==> src/rtl/regfile_wb_arbiter.sv <==
// regfile_wb_arbiter
//  Shares the single register-file write port between N_REQ writeback sources.
//  Each source has a one-entry holding buffer behind a valid/ready handshake;
//  a round-robin arbiter moves one buffered write per cycle into a registered
//  output stage that drives the regfile write decoder and data.
//  Writes to $zero are consumed without raising wb_ena.
//  Optional feature macro: WB_BYPASS_EN adds the rd_addr/rd_hit/rd_data
//  forwarding ports, which look up the output stage and buffers.
module regfile_wb_arbiter #(
   parameter int N_REQ  = 3,
   parameter int DATA_W = 32,
   parameter int ADDR_W = 5
) (
   input  logic                      clk,
   input  logic                      rst_n,
   input  logic [N_REQ-1:0]          req_valid,
   input  logic [N_REQ*ADDR_W-1:0]   req_addr,
   input  logic [N_REQ*DATA_W-1:0]   req_data,
   output logic [N_REQ-1:0]          req_ready,
   output logic                      wb_ena,
   output logic [ADDR_W-1:0]         wb_addr,
   output logic [DATA_W-1:0]         wb_data,
   output logic [31:0]               pend_mask
`ifdef WB_BYPASS_EN
   ,
   input  logic [ADDR_W-1:0]         rd_addr,
   output logic                      rd_hit,
   output logic [DATA_W-1:0]         rd_data
`endif
);

   localparam int RR_W = (N_REQ > 1) ? $clog2(N_REQ) : 1;

   logic [N_REQ-1:0]  buf_valid;
   logic [ADDR_W-1:0] buf_addr [N_REQ];
   logic [DATA_W-1:0] buf_data [N_REQ];
   logic [RR_W-1:0]   rr_ptr;

   logic [N_REQ-1:0]  grant;
   logic [RR_W-1:0]   grant_idx;
   logic              grant_any;

   // Round-robin search over the registered buffers, starting at rr_ptr and wrapping
   always_comb begin
      int idx;
      grant_any = 1'b0;
      grant_idx = '0;
      grant     = '0;
      idx       = 0;
      for (int k = 0; k < N_REQ; k++) begin
         idx = int'(rr_ptr) + k;
         if (idx >= N_REQ) begin
            idx = idx - N_REQ;
         end
         if (!grant_any && buf_valid[idx]) begin
            grant_any = 1'b1;
            grant_idx = RR_W'(idx);
         end
      end
      if (grant_any) begin
         grant[grant_idx] = 1'b1;
      end
   end

   // A buffer can accept when empty or when it is being drained this cycle
   always_comb begin
      req_ready = ~buf_valid | grant;
   end

   // Holding buffers: a load wins over a drain so back-to-back writes stream through
   always_ff @(posedge clk or negedge rst_n) begin
      if (!rst_n) begin
         buf_valid <= '0;
         for (int i = 0; i < N_REQ; i++) begin
            buf_addr[i] <= '0;
            buf_data[i] <= '0;
         end
      end else begin
         for (int i = 0; i < N_REQ; i++) begin
            if (req_valid[i] && req_ready[i]) begin
               buf_valid[i] <= 1'b1;
               buf_addr[i]  <= req_addr[i*ADDR_W +: ADDR_W];
               buf_data[i]  <= req_data[i*DATA_W +: DATA_W];
            end else if (grant[i]) begin
               buf_valid[i] <= 1'b0;
            end
         end
      end
   end

   // Output stage and pointer advance; a $zero write updates addr/data but never strobes
   always_ff @(posedge clk or negedge rst_n) begin
      if (!rst_n) begin
         rr_ptr  <= '0;
         wb_ena  <= 1'b0;
         wb_addr <= '0;
         wb_data <= '0;
      end else if (grant_any) begin
         wb_ena  <= (buf_addr[grant_idx] != '0);
         wb_addr <= buf_addr[grant_idx];
         wb_data <= buf_data[grant_idx];
         if (grant_idx == RR_W'(N_REQ - 1)) begin
            rr_ptr <= '0;
         end else begin
            rr_ptr <= grant_idx + RR_W'(1);
         end
      end else begin
         wb_ena <= 1'b0;
      end
   end

   // Registers with a write still in flight, for the hazard unit; $zero never pends
   always_comb begin
      pend_mask = '0;
      for (int i = 0; i < N_REQ; i++) begin
         if (buf_valid[i]) begin
            pend_mask[buf_addr[i]] = 1'b1;
         end
      end
      if (wb_ena) begin
         pend_mask[wb_addr] = 1'b1;
      end
      pend_mask[0] = 1'b0;
   end

`ifdef WB_BYPASS_EN
   // Forwarding lookup: output stage is newest, otherwise lowest-index matching buffer
   always_comb begin
      rd_hit  = 1'b0;
      rd_data = '0;
      if (rd_addr != '0) begin
         for (int i = N_REQ - 1; i >= 0; i--) begin
            if (buf_valid[i] && (buf_addr[i] == rd_addr)) begin
               rd_hit  = 1'b1;
               rd_data = buf_data[i];
            end
         end
         if (wb_ena && (wb_addr == rd_addr)) begin
            rd_hit  = 1'b1;
            rd_data = wb_data;
         end
      end
   end
`endif

endmodule

==> config.mk <==
export PLATFORM = sky130hd
export DESIGN_NAME = regfile_wb_arbiter
export DESIGN_NICKNAME = d
export VERILOG_FILES = /design/src/rtl/regfile_wb_arbiter.sv
export SDC_FILE = /design/constraint.sdc
export NUM_CORES = 1
export LEC_CHECK = 0
export CAP_MARGIN = 30
export CORE_MARGIN = 3
export CORE_UTILIZATION = 55
export DETAILED_ROUTE_END_ITERATION = 10
export PLACE_DENSITY = 0.87
export SLEW_MARGIN = 15
export SYNTH_ARGS = -nofsm -noshare
export SYNTH_HDL_FRONTEND = slang
export SYNTH_SLANG_ARGS = --single-unit
==> constraint.sdc <==
create_clock -name clk -period 8 [get_ports clk]
set_input_delay 2.4 -clock clk [delete_from_list [all_inputs] [get_ports clk]]
set_output_delay 2.4 -clock clk [all_outputs]
set_load 0.005 [all_outputs]
==> results_dict.tcl, run 1 <==
set metrics [dict create \
    cts_resized 0 \
    antenna_found_initial 1 \
    crit_type "reg -> out" \
    nNetsFinal 1009 \
    design_area_um2 10700 \
    core_um2 14100 \
    slew_headroom 0.333 \
    cts_setup_buffers 0 \
    yosys.area.top_type_share 0.474 \
    cts-root-buf "clkbuf_16" \
    area_growth_pct 30.9 \
    drive_gt1_frac 0.139 \
    place_congestion 0.917 \
    period_share 0.746 \
    io_buffers 187 \
    setup_tns_ps 0 \
    hold_buffers 0 \
    peakVddDrop_mv 0.373 \
    min_to "buf_data[59]" \
    ys_ff_latch 154 \
    finalSetupViolCount 0 \
    first_iter_violations 792 \
    yosysWarnings 0 \
    cp.arrival_ps 3560 \
    grt_max_degree 83 \
    die_h_um 128 \
    grt_overflow 0 \
    slew_viol_final 0 \
    syn_area_um2 8140 \
    fin_cells 1082 \
    clk_latency_ps 430 \
    crit_required_ps 5600 \
    ys_types 56 \
    wl_um 27500 \
    ant_nets 0 \
    synth-main-ff-cell "dfrtp_1" \
    fill_cells 854 \
    cts.sinks 154 \
    hold_viol 0 \
    seq_area_frac_synth 0.474 \
    multi_input_area_um2 3940 \
    syn_area_per_cell_um2 11.0 \
    max_freq_mhz 168 \
    post-place-ws_ps 2570 \
    power_mw 6.02 \
    start_util 0.575 \
    hold_path.class "reg -> reg" \
    cts_tree "yes" \
    p_leak_nw 4.21 \
    hold_depth 1 \
    die_w_um 128 \
    diodes 0 \
    cts_buffers 17 \
    setup_ws_ps 2040 \
    status "completed" \
    route.detailed.drc 0 \
    syn_nets 862 \
    powerDensity_nw_per_um2 565 \
    end_kind "output pin" \
    synthCells 742 \
    regArea_um2 3850 \
    reg2reg_setup_slack_ps 4110 \
    die-area_um2 16300 \
    clock_skew_ps 11.8 \
    routed-via-count 7428 \
    worstHoldStart "buf_data[59]" \
    place_area_um2 10000 \
    worst_slew_pin_slew_ps 993 \
    clkTransAtPathRegs_ps 60 \
    wl_per_cell_um 25.5 \
    worstReg2RegEnd "wb_data[8]" \
    crit_fanout 26 \
    start_kind "flip-flop" \
    cts.htree.levels 4 \
    num_rows 43 \
    reg2reg_from "buf_valid[0]" \
    drv_cap 0 \
    grt_pass1_wl_um 43500 \
    rsz0062_at_grt "false" \
    vias_per_cell 6.87 \
    r2r_cells 9 \
    placed_cells 1047 \
    synth_edf_count 0 \
    synth_area_leader_cell "dfrtp_1" \
    ioPinCount 189 \
    dpl.hpwl_um 17400 \
    clk_path_buf_depth 2 \
    grtUsageTotal 0.341 \
    drt_pass1_iterations 5 \
    synth_area_leaders "dfrtp_1 (47%), mux2_2 (8.2%), a221o_1 (4.3%)" \
    synthArstFlopShare 1.00 \
    grt_pass1_vias 7624 \
    layout_min_cycle_time_ps 5960 \
]
==> per-stage QoR <==
step	hold WS, ps	util
2_1_floorplan	465	-
3_3_place_gp	473	0.705
3_5_place_dp	484	0.708
4_1_cts	498	0.750
5_1_grt	508	0.753
6_report	497	0.753
==> critical path, cell delays in order, from the launching register on <==
cell and delay, ps:
dfrtp_1 860, buf_4 380, nand2b_1 80, a221o_1 360
o31a_1 290, a32oi_2 450, a21boi_4 110, inv_1 60
clkdlybuf4s50_1 550
==> per-layer routing <==
layer  part of all wire  wire length (um)  track usage
met1               0.39             10800        0.452
met2               0.50             13800        0.563
met3              0.087              2390       0.0803
met4              0.019               529       0.0961
met5            0.00040                11            0
==> logic make-up (layout without fill, tap and decap cells) <==
kind of cell             count (synthesis)  after routing  synth area share
adder cells (fa/ha/maj)                  4              4           0.00615
AND/OR/NAND/NOR                        194            194             0.130
buffers and inverters                   80            240            0.0464
AO/OA/AOI/OAI                          234            234             0.239
other                                    1              1          0.000461
multiplexers                            75             75             0.104
flip-flops                             154            154             0.474
==> worst max-delay path by stage <==
| stage | startpoint | endpoint | slack, ps | cells past startpoint |
|---|---|---|---|---|
| floorplan | rr_ptr[0] | req_ready[0] | 3310 | 11 |
| global placement | buf_valid[0] | req_ready[0] | 2670 | 8 |
| detailed placement | buf_valid[0] | req_ready[0] | 2570 | 8 |
| CTS | buf_valid[0] | req_ready[0] | 2100 | 8 |
| global route | buf_valid[0] | req_ready[0] | 1900 | 8 |
| finish | buf_valid[0] | req_ready[0] | 2040 | 8 |
==> Yosys cell counts, drive strengths merged (7+ instances only) <==
cell type and count:
a21oi 14, a221o 35, a22o 32, a22oi 15, and3 7, buf 24
clkbuf 48, dfrtp 154, inv 8, mux2 74, nand2 55, nand2b 42
nand3 7, nand3b 15, nor2 26, nor3b 7, o211ai 37, o21ai 8
o221ai 26, o311ai 37, or3b 7
==> sequential cells by signal, summed over array words and instances, names as in the netlist <==
name       cells
buf_addr      15
wb_data       32
wb_ena         1
buf_valid      3
wb_addr        5
buf_data      96
rr_ptr         2
==> where the power goes <==
group	switching [mW]	internal [mW]
Sequential	0.453	1.24
Clock	0.347	0.483
Combinational	1.87	1.64
Total	2.67	3.36
==> cells in the final DEF, fill, tap and decap left out, types with 26 or more instances in the layout <==
cell,count
clkdlybuf4s50_1,185
dfrtp_1,154
mux2_2,59
nand2_1,54
nand2b_1,42
o311ai_0,37
o211ai_1,37
a221o_1,35
a22o_1,32
o221ai_1,26
==> area by class of cell <==
cell class / instances / area share
well taps: 180 / 0.0211
inverters: 8 / 0.00282
clock buffers: 22 / 0.0436
multi-input cells: 508 / 0.370
clock inverters: 10 / 0.0121
repair buffers: 200 / 0.189
flip-flops and latches: 154 / 0.362
Note: power is estimated with default switching activity, not from simulation.
==> inputs of run 2 (changes only) <==
--- a/config.mk
+++ b/config.mk
@@ -7,9 +7,9 @@
 export LEC_CHECK = 0
 export CAP_MARGIN = 30
 export CORE_MARGIN = 3
-export CORE_UTILIZATION = 55
+export CORE_UTILIZATION = 46
 export DETAILED_ROUTE_END_ITERATION = 10
-export PLACE_DENSITY = 0.87
+export PLACE_DENSITY = 0.77
 export SLEW_MARGIN = 15
 export SYNTH_ARGS = -nofsm -noshare
 export SYNTH_HDL_FRONTEND = slang
==> constraint.sdc (replaced) <==
create_clock -name clk -period 4.8 [get_ports clk]
set_input_delay 1.44 -clock clk [delete_from_list [all_inputs] [get_ports clk]]
set_output_delay 1.44 -clock clk [all_outputs]
set_load 0.005 [all_outputs]
==> run 2 against run 1 <==
Flip-flop and latch count is the same. Routed wire length shrank 16%. Sequential share of layout area shrank 0.31 points. Cell area grew 0.87%. Critical path type unchanged. Largest cell class unchanged. Highest routed layer is now met4.
==> results_dict.tcl, run 2 (synthesized netlist as in run 1, its figures left out) <==
set metrics [dict create \
    r2r_cells 10 \
    first_iter_violations 654 \
    hold_depth 1 \
    drt_pass1_iterations 5 \
    powerDensity_nw_per_um2 913 \
    grt_overflow 0 \
    drive_gt1_frac 0.136 \
    hold_viol 0 \
    dpl.hpwl_um 15100 \
    wl_um 23200 \
    slew_viol_final 0 \
    cts.htree.levels 4 \
    p_leak_nw 4.23 \
    reg2reg_setup_slack_ps 1180 \
    finalSetupViolCount 0 \
    routed-via-count 7125 \
    clock_skew_ps 6.88 \
    cts_buffers 17 \
    largest_register_ffs 96 \
    start_kind "flip-flop" \
    antenna_found_initial 0 \
    clk_latency_ps 410 \
    nNetsFinal 1009 \
    core_um2 17300 \
    multi_input_area_um2 3950 \
    max_freq_mhz 216 \
    power_mw 9.81 \
    status "completed" \
    fin_cells 1124 \
    cts_setup_buffers 0 \
    start_util 0.470 \
    grt_pass1_vias 6922 \
    num_rows 48 \
    cts_tree "yes" \
    clk_path_buf_depth 2 \
    slew_headroom 0.368 \
    drv_cap 0 \
    wl_per_cell_um 20.7 \
    peakVddDrop_mv 0.510 \
    vias_per_cell 6.34 \
    hold_path.class "reg -> reg" \
    cp.arrival_ps 3180 \
    largest_register "buf_data" \
    min_to "buf_data[59]" \
    crit_type "reg -> out" \
    die_w_um 139 \
    regArea_um2 3850 \
    crit_fanout 11 \
    cts.sinks 154 \
    clkTransAtPathRegs_ps 60 \
    diodes 0 \
    die_h_um 139 \
    die-area_um2 19300 \
    reg2reg_from "rr_ptr[0]" \
    cts-root-buf "clkbuf_16" \
    grtUsageTotal 0.233 \
    worstReg2RegEnd "wb_data[2]" \
    ant_nets 0 \
    fill_cells 1375 \
    ioPinCount 189 \
    layout_min_cycle_time_ps 4620 \
    worst_slew_pin_slew_ps 946 \
    period_share 0.963 \
    final_cell_mix "clkdlybuf4s50_1 (185), dfrtp_1 (154), mux2_2 (59)" \
    crit_required_ps 3360 \
    end_kind "output pin" \
    setup_tns_ps 0 \
    placed_cells 1093 \
    io_buffers 187 \
    route.detailed.drc 0 \
    grt_pass1_wl_um 36900 \
    place_congestion 0.917 \
    largestRegisters "buf_data: 96 flops, wb_data: 32 flops, buf_addr: 15 flops" \
    worstHoldStart "buf_data[59]" \
    area_growth_pct 32.0 \
    layout_commonest_cell "clkdlybuf4s50_1" \
    grt_max_degree 105 \
]
[run 2: cell types whose count changed in the layout (fill, tap and decap cells not counted), sizes merged]
cell	before	now
inv	13	9
bufinv	2	4
clkinv	2	1
[run 2: how the worst max path moves through the flow]
stage | startpoint | end | slack, ps | cells past startpoint
final | rr_ptr[0] | req_ready[0] | 180 | 9
after global placement | rr_ptr[0] | req_ready[0] | 650 | 9
after CTS | rr_ptr[0] | req_ready[0] | 100 | 9
after detailed placement | rr_ptr[0] | req_ready[0] | 580 | 9
after floorplan | rr_ptr[0] | req_ready[0] | 1070 | 11
after global routing | rr_ptr[0] | req_ready[0] | -4 | 9
[run 2: where the power goes]
part	internal (mW)	switching, mW
Sequential	2.06	0.662
Clock	0.890	0.508
Combinational	2.73	2.96
Total	5.68	4.13
[run 2: layout make-up]
class                   instances  area share
multi-input cells             508       0.368
flip-flops and latches        154       0.359
repair buffers                200       0.188
clock buffers                  22      0.0432
well taps                     225      0.0262
clock inverters                 7      0.0132
inverters                       8     0.00279
[run 2: per-stage QoR]
step	instance area, um2	hold WS, ps	setup WS, ps	utilization
floorplan	8140	465	1070	-
global placement	10100	473	647	0.581
detailed placement	10100	483	580	0.584
CTS	10700	497	99.6	0.619
global route	10700	513	-4.43	0.621
finish	10700	492	179	0.621
[run 2: per-layer routing]
metal	part of all wire	vias to the layer above	wire length, um	track usage
li1	-	3168	-	-
met1	0.41	3507	9580	0.307
met2	0.47	398	10900	0.371
met3	0.099	52	2310	0.0683
met4	0.021	0	478	0.0752
met5	0	-	0	0
[run 2: what timing repair did]
item,4_1_cts,5_1_grt
endpoints found under the setup margin,0,1
gates resized for setup,0,1
hold buffers,0,0
[run 2: critical path, cell delays in order, from the launching register on]
cell             delay (ps)
dfrtp_1                 390
inv_1                    80
ha_1                    450
nand2b_1                200
a21oi_1                 120
a2111o_1                420
a32oi_4                 380
a21boi_4                 90
inv_1                    70
clkdlybuf4s50_1         550
